===== src/rtl/pla_vec_sequencer_if.sv =====
// Stream handshake bundle for pla_vec_sequencer: vector in, result out.
interface pla_vec_sequencer_if #(
   parameter int unsigned NX = 17,
   parameter int unsigned NZ = 16
);
   logic          in_valid;
   logic          in_ready;
   logic [NX-1:0] in_x;
   logic          out_valid;
   logic          out_ready;
   logic [NX-1:0] out_x;
   logic [NZ-1:0] out_z;

   // Sequencer side: consumes vectors, produces results.
   modport slave (
      input  in_valid, in_x, out_ready,
      output in_ready, out_valid, out_x, out_z
   );

   // Environment side: produces vectors, consumes results.
   modport master (
      output in_valid, in_x, out_ready,
      input  in_ready, out_valid, out_x, out_z
   );
endinterface


===== src/rtl/pla_vec_sequencer.sv =====
// Registered stimulus/response wrapper around a combinational PLA.
// Stream mode applies one vector per handshake; sweep mode walks every
// input code and compacts the responses into a MISR signature.
module pla_vec_sequencer #(
   parameter int unsigned   NX     = 17,
   parameter int unsigned   NZ     = 16,
   parameter int unsigned   SETTLE = 1,
   parameter logic [NZ-1:0] POLY   = 16'h002D
) (
   input  logic                 clk,
   input  logic                 rst,
   pla_vec_sequencer_if.slave   bus,
   input  logic                 sweep_start,
   input  logic                 sig_clr,
   output logic [NX-1:0]        pla_x,
   input  logic [NZ-1:0]        pla_z,
   output logic [NZ-1:0]        signature,
   output logic                 busy,
   output logic                 done
);

   typedef enum logic [1:0] {
      IDLE  = 2'd0,
      DRIVE = 2'd1,
      EMIT  = 2'd2,
      DONE  = 2'd3
   } state_t;

   typedef enum logic {
      STREAM = 1'b0,
      SWEEP  = 1'b1
   } mode_t;

   localparam logic [3:0] SETTLE_W = 4'(SETTLE);

   state_t        state_q, state_d;
   mode_t         mode_q, mode_d;
   logic [NX-1:0] pla_x_q, pla_x_d;
   logic [NX-1:0] out_x_q, out_x_d;
   logic [NZ-1:0] out_z_q, out_z_d;
   logic [NZ-1:0] sig_q, sig_d;
   logic [NX-1:0] count_q, count_d;
   logic [3:0]    wait_q, wait_d;

   logic          capture;
   logic          last_code;
   logic [NZ-1:0] sig_next;

   assign capture   = (state_q == DRIVE) && (wait_q == SETTLE_W);
   assign last_code = (count_q == '1);
   assign sig_next  = {sig_q[NZ-2:0], 1'b0} ^ (sig_q[NZ-1] ? POLY : '0) ^ pla_z;

   // State register.
   always_ff @(posedge clk) begin
      if (rst) begin
         state_q <= IDLE;
      end else begin
         state_q <= state_d;
      end
   end

   // Next-state selection.
   always_comb begin
      state_d = state_q;
      case (state_q)
         IDLE: begin
            if (sweep_start || bus.in_valid) begin
               state_d = DRIVE;
            end
         end
         DRIVE: begin
            if (capture) begin
               if (mode_q == STREAM) begin
                  state_d = EMIT;
               end else if (last_code) begin
                  state_d = DONE;
               end
            end
         end
         EMIT: begin
            if (bus.out_ready) begin
               state_d = IDLE;
            end
         end
         DONE: begin
            state_d = IDLE;
         end
         default: state_d = IDLE;
      endcase
   end

   // Datapath registers.
   always_ff @(posedge clk) begin
      if (rst) begin
         mode_q  <= STREAM;
         pla_x_q <= '0;
         out_x_q <= '0;
         out_z_q <= '0;
         sig_q   <= '0;
         count_q <= '0;
         wait_q  <= '0;
      end else begin
         mode_q  <= mode_d;
         pla_x_q <= pla_x_d;
         out_x_q <= out_x_d;
         out_z_q <= out_z_d;
         sig_q   <= sig_d;
         count_q <= count_d;
         wait_q  <= wait_d;
      end
   end

   // Datapath next values: launch, settle count, capture and sweep step.
   always_comb begin
      mode_d  = mode_q;
      pla_x_d = pla_x_q;
      out_x_d = out_x_q;
      out_z_d = out_z_q;
      sig_d   = sig_q;
      count_d = count_q;
      wait_d  = wait_q;
      case (state_q)
         IDLE: begin
            if (sweep_start) begin
               mode_d  = SWEEP;
               count_d = '0;
               pla_x_d = '0;
               sig_d   = '0;
               wait_d  = '0;
            end else if (bus.in_valid) begin
               mode_d  = STREAM;
               pla_x_d = bus.in_x;
               wait_d  = '0;
            end else if (sig_clr) begin
               sig_d = '0;
            end
         end
         DRIVE: begin
            if (capture) begin
               sig_d = sig_next;
               if (mode_q == STREAM) begin
                  out_x_d = pla_x_q;
                  out_z_d = pla_z;
               end else if (!last_code) begin
                  count_d = count_q + NX'(1);
                  pla_x_d = count_q + NX'(1);
                  wait_d  = '0;
               end
            end else begin
               wait_d = wait_q + 4'd1;
            end
         end
         default: begin
         end
      endcase
   end

   // State-decoded outputs and register drives.
   always_comb begin
      bus.in_ready  = (state_q == IDLE) && !sweep_start;
      bus.out_valid = (state_q == EMIT);
      bus.out_x     = out_x_q;
      bus.out_z     = out_z_q;
      pla_x         = pla_x_q;
      signature     = sig_q;
      busy          = (state_q != IDLE);
      done          = (state_q == DONE);
   end

endmodule


===== src/flat_wrapper.sv =====
// flat-port wrapper written by rule: the top's interface ports become plain ports
module pla_vec_sequencer_flat 
#(
   parameter int unsigned   NX     = 17,
   parameter int unsigned   NZ     = 16,
   parameter int unsigned   SETTLE = 1,
   parameter logic [NZ-1:0] POLY   = 16'h002D
)
  (clk, rst, sweep_start, sig_clr, pla_x, pla_z, signature, busy, done, bus_in_valid, bus_in_x, bus_out_ready, bus_in_ready, bus_out_valid, bus_out_x, bus_out_z);
  pla_vec_sequencer_if #(.NX(NX), .NZ(NZ)) bus_i ();
  input  logic clk;
  input  logic rst;
  input  logic sweep_start;
  input  logic sig_clr;
  output logic [NX-1:0] pla_x;
  input  logic [NZ-1:0] pla_z;
  output logic [NZ-1:0] signature;
  output logic busy;
  output logic done;
  input wire logic [$bits(bus_i.in_valid)-1:0] bus_in_valid;
  input wire logic [$bits(bus_i.in_x)-1:0] bus_in_x;
  input wire logic [$bits(bus_i.out_ready)-1:0] bus_out_ready;
  output wire logic [$bits(bus_i.in_ready)-1:0] bus_in_ready;
  output wire logic [$bits(bus_i.out_valid)-1:0] bus_out_valid;
  output wire logic [$bits(bus_i.out_x)-1:0] bus_out_x;
  output wire logic [$bits(bus_i.out_z)-1:0] bus_out_z;
  assign bus_i.in_valid = bus_in_valid;
  assign bus_i.in_x = bus_in_x;
  assign bus_i.out_ready = bus_out_ready;
  assign bus_in_ready = bus_i.in_ready;
  assign bus_out_valid = bus_i.out_valid;
  assign bus_out_x = bus_i.out_x;
  assign bus_out_z = bus_i.out_z;
  pla_vec_sequencer #(.NX(NX), .NZ(NZ), .SETTLE(SETTLE), .POLY(POLY)) u_core (.clk(clk), .rst(rst), .bus(bus_i), .sweep_start(sweep_start), .sig_clr(sig_clr), .pla_x(pla_x), .pla_z(pla_z), .signature(signature), .busy(busy), .done(done));
endmodule

===== config.mk =====
export PLATFORM = sky130hd
export DESIGN_NAME = pla_vec_sequencer_flat
export DESIGN_NICKNAME = d
export VERILOG_FILES = /design/src/rtl/pla_vec_sequencer_if.sv /design/src/rtl/pla_vec_sequencer.sv /design/src/flat_wrapper.sv
export SDC_FILE = /design/constraint.sdc
export NUM_CORES = 1
export LEC_CHECK = 0
export ABC_AREA = 1
export CORE_MARGIN = 2
export CORE_UTILIZATION = 41
export CTS_CLUSTER_SIZE = 16
export DETAILED_ROUTE_END_ITERATION = 6
export PLACE_DENSITY = 0.71
export SLEW_MARGIN = 30
export SYNTH_ARGS = -nofsm -noshare
export SYNTH_HDL_FRONTEND = slang
export SYNTH_SLANG_ARGS = --single-unit
export TNS_END_PERCENT = 100

===== constraint.sdc =====
create_clock -name clk -period 5.6 [get_ports clk]
set_clock_uncertainty 0.2 [all_clocks]
set_input_delay 0.56 -clock clk [delete_from_list [all_inputs] [get_ports clk]]
set_output_delay 0.56 -clock clk [all_outputs]
set_load 0.1 [all_outputs]

Word level (Yosys, flattened, before mapping). Index checks and enable logic that the tools add are counted. W data, S select, Z words.

Input port bits: 39. Output and inout port bits: 70. Logic and storage cells: 73. Register bits after elaboration: 90.

Equality and inequality tests: 17. Bitwise operators: 3. Reduce and logical (&&, ||, !) cells: 15. Mux-type cells: 28. $add $sub $neg: 2.

Operators by type and width (count): $mux W17 (6); $pmux W17 S2 (2); $mux W16 (4); $pmux W16 S2 (1); $xor A16 B16 Y16 (2); $mux W4 (5); $add A17 B1 Y17 const B (1); $eq A17 B17 Y1 const B (1); $ne A3 B3 Y1 const B (5); $reduce_and A4 Y1 (3); $mux W2 (5); $reduce_and A5 Y1 (2); $pmux W2 S4 (1); $pmux W4 S2 (1); $mux W6 (1); $ne A2 B1 Y1 const B (3); $ne A2 B2 Y1 const B (3); $reduce_bool A2 Y1 (3); $add A4 B1 Y4 const B (1); $eq A2 B2 Y1 const B (2); $eq A4 B1 Y1 const B (1); $ne A3 B2 Y1 const B (1); $reduce_and A3 Y1 (1); $eq A2 B1 Y1 const B (1); 7 further kinds (9).

Longest topological paths before layout. Gate-level depths: netlist of run 1.

Depth in word-level cells: 5. Mapped depth: 17. Depth with buffers taken out: 17.

Worst setup path after synthesis of run 1. OpenSTA, ideal clock, no wires.

Path kind: reg2out. Start: reg u_core.state_q[1]. End: out bus_in_ready. Path slack: 2.483 ns. Required time: 4.840 ns. Stages on the path, launching flop included: 4. Arrival time: 2.357 ns. Buffers on the path: 0. Path through: dfxtp_1 -> nor2_1 -> inv_1 -> nor2_1.

Longest elaborated chain between the ends: 2.

RTL lines: start, declared (line pla_vec_sequencer.sv:36) `state_t state_q, state_d;`; start signal, assigned (line pla_vec_sequencer.sv:58) `state_q <= state_d;`; $logic_not A2 Y1 (line pla_vec_sequencer.sv:160) `bus.in_ready = (state_q == IDLE) && !sweep_start;`; $logic_and A1 B1 Y1 (line pla_vec_sequencer.sv:160); end, declared (line flat_wrapper.sv:23) `output wire logic [$bits(bus_i.in_ready)-1:0] bus_in_ready;`.

Every way passes these cells.

Worst setup path after layout of run 1.
Start: reg u_core.count_q[1]. End: reg u_core.count_q[6].

Longest elaborated chain between the ends: 5. Elaborated cells between the ends (all ways): 8. Those cells by class: add/sub: 1; eq/ne: 2; mux: 4; reduce/logical: 1.

RTL lines: start, declared (line pla_vec_sequencer.sv:42) `logic [NX-1:0] count_q, count_d;`; start signal, assigned (line pla_vec_sequencer.sv:108) `count_q <= count_d;`; $add A17 B1 Y17 (line pla_vec_sequencer.sv:145) `count_d = count_q + NX'(1);`; $mux W17 (line pla_vec_sequencer.sv:144) `end else if (!last_code) begin`; $mux W17 (line pla_vec_sequencer.sv:141) `if (mode_q == STREAM) begin`; $mux W17 (line pla_vec_sequencer.sv:139) `if (capture) begin`; $pmux W17 S2 (line pla_vec_sequencer.sv:122) `case (state_q)`.

Several ways; a longest one is shown, not always the timed one. The select of a mux whose other input is x is not followed. A chain may end at the register's enable or synchronous reset.

==> impl_metrics.yaml, run 1 <==
outcome:
  status: "finished clean"
routing:
  num_vias: 4277
  ant_nets: 0
  routed_via_density: 5.050
  drcViolationCount: 0
  drt_iter0_drc: 213
  firstDrtPassIters: 4
  finalWirelength_um: 11530
  wl_per_cell_um: 13.62
synth:
  synth_compound_area_frac: 0.1757
  yosys.area_share.simple: 0.2990
  synth_edf_count: 0
  postSynthAreaPerCell_um2: 6.777
  synth_xor_area_frac: 0.006254
  synth.area.top_cells: "dfxtp_1 43%, nor2_1 12%, nand2_1 8.8%, a21oi_1 7.7%, o21ai_0 7.1%"
  synthMuxAreaShare: 0
  yosysTopAreaCell: "dfxtp_1"
  synth_cells: 620
  ys_top_cells_by_count: "137 x nor2_1, 99 x nand2_1, 90 x dfxtp_1"
  syn_area_um2: 4202
  post_synth_num_cell_types: 30
  synth.net_count: 663
  yosysSeqAreaShare: 0.4288
  synth_fa_ha_area_frac: 0.01191
  ys.flop_type: "dfxtp_1"
  synth_top_family_by_area: "simple AND/OR/NAND/NOR gates"
  yosysWarnings: 0
  ys_async_sr_fraction: 0
  synth_most_common_cell: "nor2_1"
  synth-seq-cells: 90
  synth.top_cell.area_share: 0.4288
power:
  power.switching_uw: 1031
  total_power_uw: 2153
  internal_power_uw: 1122
  powerDensity_nw_per_um2: 392.1
  pwr-share-seq: 0.371
  vdd_ir_drop_max_mv: 0.2002
  power_switching_share: 0.4789
  p_leak_uw: 0.002277
  combPwrFrac: 0.438
  pwr-share-clk: 0.191
worst_hold_path:
  worstHoldPathCells: 2
  hold_class: "reg -> reg"
setup_path:
  arrival_ps: 3450
  critPathLaunchType: "register"
  worst-setup-path-type: "reg -> reg"
  crit_chain: "ha_1, nand3_1, inv_1, nand2_1, inv_1, nand3_1, nor4_1, ha_1, inv_1, nand2_1, nand2_2, nand3_1, inv_2, o21ai_0, nor2_1"
  cp_slowest_cell: "nand3_1"
  path_depth: 15
  cp_num_buf_inv: 4
  crit_family: "simple AND/OR/NAND/NOR gates"
  required_ps: 5650
  critPathMaxStageDelay_ps: 620
  r2r_cells: 15
  crit_fanout: 21
  cp-end-kind: "register"
sta:
  slew_headroom: 0.3189
  finalHoldViolCount: 0
  fin_crit_ps: 3402
  finalMaxSlewViolations: 0
  worst_slew_pin_slew_ps: 1018
  setup_viol: 0
  holdWs_ps: 273.8
  finalCritPeriodShare: 0.6075
  timing.setup.tns_ps: 0
  rsz0062_at_grt: "false"
  max_freq_mhz: 294.0
clocking:
  post-cts-setup-buffer-count: 0
  htreeDepth: 3
  clock_latency_ps: 360
  cts_sinks: 90
  ctsLongestPathBuffers: 2
  cts_resized: 0
  ctsHoldBuffers: 0
  cts_tree: "built"
  cts_buffers: 9
  cts.clk_slew.worst_paths_ps: 90
  cts_root_buf: "clkbuf_8"
die:
  fp.dieH_um: 105.2
  core_area_um2: 9864
  initial_core_util: 0.4259
  rows: 36
  io_pins: 109
  dieWidth_um: 105.2
  die_area_um2: 11070
grt:
  grt_pass1_wl_um: 19130
  grt_util_all_layers: 0.2098
  grt_pass1_vias: 4029
  antenna_found_initial: 0
  gr-total-overflow: 0
  grt_max_degree: 82
layout:
  diodes: 0
  layout.nets: 753
  seq_area_um2: 1802
  n_fill_cell: 960
  multi_input_area_um2: 2071
  drive_gt1_frac: 0.06162
  syn_to_final_growth_pct: 30.67
placement:
  gp_congestion: 0.8936
  io_buffers: 108
  hpwlAfterDp_um: 7774
flow_run:
  cap_viol_max_count: 0
-- power by group through the flow --
stage / Clock [µW] / Combinational [µW] / Sequential [µW]
after floorplan: 0 / 310 / 1220
after global placement: 0 / 936 / 807
after detailed placement: 0 / 942 / 810
after CTS: 416 / 945 / 796
after global routing: 441 / 1010 / 810
final: 411 / 944 / 798
-- metrics by stage --
stage / area (µm²) / setup slack, ps / cells / utilization
floorplan: 4202 / 2483 / 620 / -
global placement: 5315 / 2477 / 832 / 0.5388
detailed placement: 5318 / 2291 / 832 / 0.5391
CTS: 5490 / 2279 / 847 / 0.5566
global route: 5490 / 1915 / 847 / 0.5566
finish: 5490 / 2198 / 847 / 0.5566
-- state kept, by name, summed over array words and instances (netlist names) --
register and count:
u_core.pla_x 17, u_core.state_q 2, u_core.bus.out_z 16, u_core.wait_q 4, u_core.count_q 17, u_core.signature 16
u_core.bus.out_x 17, u_core.mode_q 1
-- placed cells by master (no fill, tap or decap) --
cell type	synthesis	layout
buf_4	2	1
nor4_1	1	1
nand4_1	5	5
nor2_1	137	137
or2_2	13	13
clkinv_1	2	1
xnor2_1	3	3
clkinvlp_4	0	3
inv_6	0	3
inv_4	0	1
a21oi_2	1	1
nand3_1	26	26
and2_1	3	3
nor3_1	6	6
o21ai_1	15	15
dfxtp_1	90	90
nand3b_1	1	1
nor3_2	1	1
nand2_1	99	99
o21ai_0	60	60
o211a_1	1	1
nor2_4	2	2
inv_2	6	6
nand3_2	2	2
nand2_2	2	2
inv_1	42	42
clkdlybuf4s50_1	0	108
clkbuf_8	0	9
ha_1	4	4
a21oi_1	65	65
a31oi_1	3	3
-- tightest hold or removal path: stages (launching register included) --
cell     delay, ps
dfxtp_1        320
inv_1           70
a21oi_1         60
-- area by class of cell --
cell class,count,area share
well taps,133,0.03031
flip-flops and latches,90,0.3282
clock inverters,6,0.008888
clock buffers,9,0.02256
inverters,50,0.03464
repair buffers,109,0.1983
multi-input cells,450,0.3772
-- cell families (layout without fill, tap and decap cells) --
group | after synthesis | after routing
buffers and inverters | 80 | 174
AO/OA/AOI/OAI | 145 | 145
XOR/XNOR | 3 | 3
flip-flops | 90 | 90
AND/OR/NAND/NOR | 298 | 298
adder cells (fa/ha/maj) | 4 | 4
-- path summary, 6_finish.rpt --
path	start	slack [ps]	end
min reg2reg	u_core.pla_x[14]$_SDFFE_PP0P_	270	u_core.bus.out_x[14]$_SDFFE_PP0P_
min	u_core.pla_x[14]$_SDFFE_PP0P_	270	u_core.bus.out_x[14]$_SDFFE_PP0P_
max reg2reg	u_core.count_q[1]$_SDFFE_PP0P_	2200	u_core.count_q[6]$_SDFFE_PP0P_
max	u_core.count_q[1]$_SDFFE_PP0P_	2200	u_core.count_q[6]$_SDFFE_PP0P_
-- per-layer routing --
layer,global-route usage,wire [µm]
met4,0.09524,291
met1,0.2921,5583
met5,0,0
met2,0.3161,4976
met3,0.03649,682
Note: power is estimated with default switching activity, not from simulation.
==> inputs of run 2 (changes only) <==
==> constraint.sdc (replaced) <==
create_clock -name clk -period 3.46 [get_ports clk]
set_clock_uncertainty 0.2 [all_clocks]
set_input_delay 0.346 -clock clk [delete_from_list [all_inputs] [get_ports clk]]
set_output_delay 0.346 -clock clk [all_outputs]
set_load 0.1 [all_outputs]
==> impl_metrics.yaml, run 2 (synthesized netlist as in run 1, its figures left out) <==
sta:
  slew_headroom: 0.3221
  finalCritPeriodShare: 0.8521
  setup_viol: 0
  finalHoldViolCount: 0
  worst_slew_pin_slew_ps: 1014
  finalMaxSlewViolations: 0
  rsz0062_at_grt: "false"
  holdWs_ps: 278.2
  max_freq_mhz: 339.2
  timing.setup.tns_ps: 0
  fin_crit_ps: 2948
clocking:
  ctsHoldBuffers: 0
  ctsLongestPathBuffers: 2
  cts_root_buf: "clkbuf_8"
  clock_latency_ps: 350
  cts_tree: "built"
  htreeDepth: 3
  cts_resized: 0
  post-cts-setup-buffer-count: 0
  cts_sinks: 90
  cts.clk_slew.worst_paths_ps: 90
  cts_buffers: 9
flow_run:
  cap_viol_max_count: 0
placement:
  hpwlAfterDp_um: 8068
  gp_congestion: 0.8979
  placed_area_um2: 5338
  io_buffers: 108
setup_path:
  arrival_ps: 2990
  crit_fanout: 14
  cp-end-kind: "register"
  worst-setup-path-type: "reg -> reg"
  critPathLaunchType: "register"
  required_ps: 3500
  cp_slowest_cell: "dfxtp_1"
  crit_chain: "ha_1, nand3_1, inv_1, nand2_1, inv_1, nand3_1, nor4_1, ha_1, inv_1, nand2_1, nand2_2, nand3_1, inv_2, o21ai_0, nor2_1"
  critPathMaxStageDelay_ps: 380
die:
  rows: 36
  die_area_um2: 11070
  dieWidth_um: 105.2
  io_pins: 109
  initial_core_util: 0.4259
  fp.dieH_um: 105.2
  core_area_um2: 9864
grt:
  grt_pass1_wl_um: 18980
  grt_pass1_vias: 3935
  use_met1: 0.2871
  gr-total-overflow: 0
  grt_use_met3: 0.03463
  grt_max_degree: 80
  grt_util_all_layers: 0.2079
  antenna_found_initial: 0
  grt_busiest_layer: "met2"
  grt_use_met2: 0.3313
layout:
  syn_to_final_growth_pct: 31.80
  layout.nets: 756
  final_common_cell: "nor2_1"
  fin_area_um2: 5538
  mostFrequentLayoutCells: "137 x nor2_1, 103 x clkdlybuf4s50_1, 99 x nand2_1"
  drive_gt1_frac: 0.07242
  diodes: 0
routing:
  ant_nets: 0
  firstDrtPassIters: 7
  finalWirelength_um: 11350
  drt_iter0_drc: 273
  drcViolationCount: 0
  wl_per_cell_um: 13.34
  routed_via_density: 4.937
  num_vias: 4201
power:
  p_leak_uw: 0.002323
  vdd_ir_drop_max_mv: 0.3177
  powerDensity_nw_per_um2: 639.7
worst_hold_path:
  hold_class: "reg -> reg"
outcome:
  status: "finished clean"
## run 2: path summary, 6_finish.rpt
path                             startpoint                                end  slack, ps  depth (start not counted)
min           u_core.pla_x[10]$_SDFFE_PP0P_  u_core.bus.out_x[10]$_SDFFE_PP0P_        280                          2
max reg2reg  u_core.count_q[0]$_SDFFE_PP0P_     u_core.count_q[6]$_SDFFE_PP0P_        510                         15
min reg2reg   u_core.pla_x[10]$_SDFFE_PP0P_  u_core.bus.out_x[10]$_SDFFE_PP0P_        280                          2
max          u_core.count_q[0]$_SDFFE_PP0P_     u_core.count_q[6]$_SDFFE_PP0P_        510                         15
## run 2: power by group
part	switching (µW)	leakage (µW)	internal (µW)
Clock	378	0.0000979	343
Combinational	1150	0.00149	382
Sequential	122	0.000737	1170
Total	1650	0.00232	1900
## run 2: routing by layer
metal,part of all wire,up-vias
li1,-,2188
met1,0.48,1875
met2,0.45,132
met3,0.058,6
met4,0.0094,0
met5,0,-
## run 2: layout make-up
| type | count | area (µm²) |
|---|---|---|
| repair buffers | 112 | 1111 |
| fillers | 930 | 4327 |
| well taps | 133 | 166.4 |
| flip-flops and latches | 90 | 1802 |
| clock buffers | 10 | 127.6 |
| clock inverters | 6 | 72.57 |
| inverters | 50 | 187.7 |
| multi-input cells | 450 | 2071 |
## run 2: stage by stage
stage,power (µW),instances,utilization,setup WS [ps]
final,3543,851,0.5614,511.7
after global routing,3731,851,0.5614,212.6
after CTS,3568,851,0.5614,512.0
after detailed placement,2841,835,0.5411,540.0
after global placement,2822,835,0.5411,735.8
after floorplan,2480,620,-,556.9
## run 2: critical path, delay by kind of cell, from the launching register on
kind,cells,cell delay (ps)
and+or+nand+nor,8,1140
buffers and inverters,4,470
adders and majority gates,2,430
DFF,1,380
AOI/OAI and AO/OA,1,220
==> inputs of run 3 (changes only) <==
==> constraint.sdc (replaced) <==
create_clock -name clk -period 3.7 [get_ports clk]
set_clock_uncertainty 0.2 [all_clocks]
set_input_delay 0.37 -clock clk [delete_from_list [all_inputs] [get_ports clk]]
set_output_delay 0.37 -clock clk [all_outputs]
set_load 0.1 [all_outputs]
==> impl_metrics.yaml, run 3 (synthesized netlist as in run 1, its figures left out) <==
layout:
  mostFrequentLayoutCells: "137 x nor2_1, 106 x clkdlybuf4s50_1, 99 x nand2_1"
  n_fill_cell: 922
  seq_area_um2: 1802
  layout.nets: 756
  drive_gt1_frac: 0.06964
  final_core_util: 0.5633
  instances_no_fill: 851
  final_common_cell: "nor2_1"
  fin_area_um2: 5557
  diodes: 0
  syn_to_final_growth_pct: 32.25
  multi_input_area_um2: 2071
clocking:
  htreeDepth: 3
  cts_sinks: 90
  clock_latency_ps: 360
  cts_buffers: 9
  cts_tree: "built"
  ctsHoldBuffers: 0
  ctsLongestPathBuffers: 2
  cts.clk_slew.worst_paths_ps: 90
  post-cts-setup-buffer-count: 0
  cts_resized: 0
  cts_root_buf: "clkbuf_8"
grt:
  gr-total-overflow: 0
  grt_pass1_vias: 4130
  grt_pass1_wl_um: 19950
  grt_util_all_layers: 0.2202
  antenna_found_initial: 0
  grt_max_degree: 50
sta:
  max_freq_mhz: 334.2
  slew_headroom: 0.3196
  worst_slew_pin_slew_ps: 1017
  finalHoldViolCount: 0
  finalCritPeriodShare: 0.8088
  timing.setup.tns_ps: 0
  setup_viol: 0
  fin_crit_ps: 2993
  finalMaxSlewViolations: 0
  rsz0062_at_grt: "false"
routing:
  wl_per_cell_um: 13.92
  drt_iter0_drc: 269
  num_vias: 4267
  firstDrtPassIters: 5
  drcViolationCount: 0
  routed_via_density: 5.014
  ant_nets: 0
  finalWirelength_um: 11840
power:
  powerDensity_nw_per_um2: 604.3
  p_leak_uw: 0.002320
  vdd_ir_drop_max_mv: 0.3059
  total_power_uw: 3358
setup_path:
  arrival_ps: 3050
  required_ps: 3760
  critPathLaunchType: "register"
  critPathMaxStageDelay_ps: 390
  cp_slowest_cell: "dfxtp_1"
  crit_fanout: 20
  cp-end-kind: "register"
  cp_common_cell: "inv_1"
  crit_chain: "ha_1, nand3_1, inv_1, nand2_1, inv_1, nand3_1, nor4_1, ha_1, inv_1, nand2_1, nand2_2, nand3_2, inv_2, o21ai_0, nor2_1"
  worst-setup-path-type: "reg -> reg"
  crit_family: "simple AND/OR/NAND/NOR gates"
  cp_num_buf_inv: 4
placement:
  hpwlAfterDp_um: 8164
  io_buffers: 108
  dp_cells: 835
  placed_area_um2: 5345
  gp_congestion: 0.8898
die:
  fp.dieH_um: 105.2
  rows: 36
  io_pins: 109
  die_area_um2: 11070
  core_area_um2: 9864
  initial_core_util: 0.4259
  dieWidth_um: 105.2
worst_hold_path:
  hold_class: "reg -> reg"
flow_run:
  cap_viol_max_count: 0
outcome:
  status: "finished clean"
[run 3: final timing paths]
| check | start | end | slack [ps] | depth (start not counted) |
|---|---|---|---|---|
| worst max-delay path | u_core.count_q[0]$_SDFFE_PP0P_ | u_core.pla_x[8]$_SDFFE_PP0P_ | 710 | 15 |
| worst min-delay path | u_core.pla_x[15]$_SDFFE_PP0P_ | u_core.bus.out_x[15]$_SDFFE_PP0P_ | 280 | 2 |
| worst min register to register | u_core.pla_x[15]$_SDFFE_PP0P_ | u_core.bus.out_x[15]$_SDFFE_PP0P_ | 280 | 2 |
| worst max register to register | u_core.count_q[0]$_SDFFE_PP0P_ | u_core.pla_x[8]$_SDFFE_PP0P_ | 710 | 15 |
[run 3: tightest hold or removal path, delay by kind of cell, from the launching register on]
family | cells | cell delay (ps)
buffers and inverters | 1 | 70
DFF | 1 | 320
AOI/OAI and AO/OA | 1 | 60
[run 3: power breakdown]
part | switching (µW) | internal (µW) | total (µW)
registers | 113 | 1100 | 1210
logic | 1080 | 359 | 1440
clock network | 389 | 324 | 713
[run 3: routing by layer]
metal,share of wire,up-vias,global-route usage
li1,-,2184,-
met1,0.47,1943,0.3008
met2,0.45,124,0.3484
met3,0.061,16,0.03463
met4,0.021,0,0.08667
met5,0,-,0
[run 3: area by class of cell]
type / count / area share
Clock inverter: 7 / 0.01576
Timing Repair Buffer: 112 / 0.2013
Inverter: 50 / 0.03378
Multi-Input combinational cell: 450 / 0.3727
Tap cell: 133 / 0.02995
Sequential cell: 90 / 0.3243
Clock buffer: 9 / 0.02229
[run 3: per-stage QoR]
stage                     hold WS (ps)  setup slack (ps)
final                            280.3             707.5
after global routing             310.1             368.5
after CTS                        274.4             751.9
after detailed placement         267.2             762.4
after global placement           263.4             959.8
after floorplan                  248.8             772.9
==> RTL edit (config.mk and constraints of run 1) <==
`NZ` is set to 16 in 3 places; all go to 17.
--- a/src/rtl/pla_vec_sequencer_if.sv
+++ b/src/rtl/pla_vec_sequencer_if.sv
@@ -2,5 +2,5 @@
 interface pla_vec_sequencer_if #(
    parameter int unsigned NX = 17,
-   parameter int unsigned NZ = 16
+   parameter int unsigned NZ = 17
 );
    logic          in_valid;
--- a/src/rtl/pla_vec_sequencer.sv
+++ b/src/rtl/pla_vec_sequencer.sv
@@ -4,5 +4,5 @@
 module pla_vec_sequencer #(
    parameter int unsigned   NX     = 17,
-   parameter int unsigned   NZ     = 16,
+   parameter int unsigned   NZ     = 17,
    parameter int unsigned   SETTLE = 1,
    parameter logic [NZ-1:0] POLY   = 16'h002D
--- a/src/flat_wrapper.sv
+++ b/src/flat_wrapper.sv
@@ -3,5 +3,5 @@
 #(
    parameter int unsigned   NX     = 17,
-   parameter int unsigned   NZ     = 16,
+   parameter int unsigned   NZ     = 17,
    parameter int unsigned   SETTLE = 1,
    parameter logic [NZ-1:0] POLY   = 16'h002D
Interface: changed (resized bus_out_z, pla_z and signature); port bits go from 109 to 112. No check against the original RTL was run, so the function may have changed too.
==> RTL edit against run 1 <==
Routed wire length increased by 2.8%; sequential cell count rose by 2; clock power increased by 37%; maximum frequency rose by 9.2%; total power up 9.9%; final area rose by 4.4%; area after synthesis up 4.2%; setup slack gained 0.29 ns; critical path type is now primary input to output pin.
==> RTL edit: results (changes against run 1) <==
vias in the first global route 3993 (was 4029); DRT iter0 DRCs 220 (was 213); R2R Setup Slk 2.55 ns (was 2.20 ns); first-pass GRT wire length 19.32 mm (was 19.13 mm); GRT met2 Usage 0.3716 (was 0.3161); final wirelength 11.86 mm (was 11.53 mm); FMAX 321.0 MHz (was 294.0 MHz); run status finished clean (unchanged); fraction of layout cells with a size suffix above 1 0.05007 (was 0.06162); peak supply drop 0.2039 mV (was 0.2002 mV); GR Util met3 0.05085 (was 0.03649); post-synthesis sequential area ratio 0.4208 (was 0.4288); cell family with most CP delay buffers and inverters (was simple AND/OR/NAND/NOR gates); grt met1 use 0.2560 (was 0.2921); Layout Nets 758 (was 753); Max-slew headroom 0.3209 (was 0.3189); routed vias 4274 (was 4277); pre-CTS WS 2.480 ns (was 2.291 ns); CP peak stage delay 1.17 ns (was 0.62 ns); Synth Instances 621 (was 620); routed wl met3 703 µm (was 682 µm); Clk Latency, worst-skew pair 0.36 ns (about the same); CP Capture Point bus_in_ready (was u_core.count_q[6]); crit-path max FO 4 (was 21); largest cells by area after synthesis dfxtp_1 42%, nand2_1 9.2%, a21oi_1 8.5%, nor2_1 8.2%, o21ai_0 5.8% (was dfxtp_1 43%, nor2_1 12%, nand2_1 8.8%, a21oi_1 7.7%, o21ai_0 7.1%); M1 WL 5.266 mm (was 5.583 mm); pin count of the biggest net entering global routing 76 (was 82); r2r worst-path depth 12 (was 15); Total GRT Usage 0.2104 (was 0.2098); top cells by count, synth 107 x nand2_1, 96 x nor2_1, 92 x dfxtp_1 (was 137 x nor2_1, 99 x nand2_1, 90 x dfxtp_1); met2 WL post-DR 5.753 mm (was 4.976 mm); Leak Pwr 2.271 nW (was 2.277 nW); highest-delay cell along the critical path clkdlybuf4s50_1 (was nand3_1); Post-Place Cells 839 (was 832); gpl congestion 0.8780 (was 0.8936); Hold WS 0.2696 ns (was 0.2738 ns); internal power 1.303 mW (was 1.122 mW); library cells used by synthesis 34 (was 30); DR WL/cell 13.87 µm (was 13.62 µm); post-placement cell area 5489 µm² (was 5318 µm²); max-slew violation count 0 (unchanged); reg-to-reg endpoint u_core.pla_x[2] (was u_core.count_q[6])
## RTL edit: changes by cell type after synthesis, moves of 9 or more
cell	change
nor2_1	-41
a21oi_1	+9
o21ai_0	-9
inv_1	+20
or2_2	-12
o21a_1	+9
xnor2_1	+11
## RTL edit: worst min-delay path: stages (launching register included)
cell and delay, ns:
dfxtp_1 0.31, inv_1 0.06, a21oi_1 0.06
## RTL edit: power by group through the flow
stage / clock, mW / sequential, mW / combinational, mW
6_report: 0.563 / 0.810 / 0.994
2_1_floorplan: 0 / 1.26 / 0.339
5_1_grt: 0.596 / 0.823 / 1.06
3_3_place_gp: 0 / 0.822 / 0.990
4_1_cts: 0.577 / 0.810 / 1.00
3_5_place_dp: 0 / 0.824 / 0.998
## RTL edit: worst min-delay path by stage
stage	start	to	depth (start not counted)
finish	u_core.pla_x[5]	u_core.bus.out_x[5]	2
global route	u_core.pla_x[5]	u_core.bus.out_x[5]	2
CTS	u_core.pla_x[5]	u_core.bus.out_x[5]	2
detailed placement	u_core.pla_x[5]	u_core.bus.out_x[5]	2
global placement	u_core.pla_x[10]	u_core.bus.out_x[10]	2
floorplan	u_core.mode_q	u_core.mode_q	2
## RTL edit: cell families after synthesis
kind of cell / Yosys count / synth area share
XOR/XNOR: 15 / 0.03002
flip-flops: 92 / 0.4208
AO/OA/AOI/OAI: 159 / 0.1938
AND/OR/NAND/NOR: 252 / 0.2421
adder cells (fa/ha/maj): 4 / 0.01144
buffers and inverters: 99 / 0.1018
## RTL edit: final cells by class
class | count | area [µm²]
fillers | 998 | 4591
multi-input cells | 430 | 2090
flip-flops and latches | 92 | 1842
repair buffers | 114 | 1124
inverters | 67 | 254.0
well taps | 136 | 170.2
clock buffers | 10 | 137.6
clock inverters | 6 | 116.4
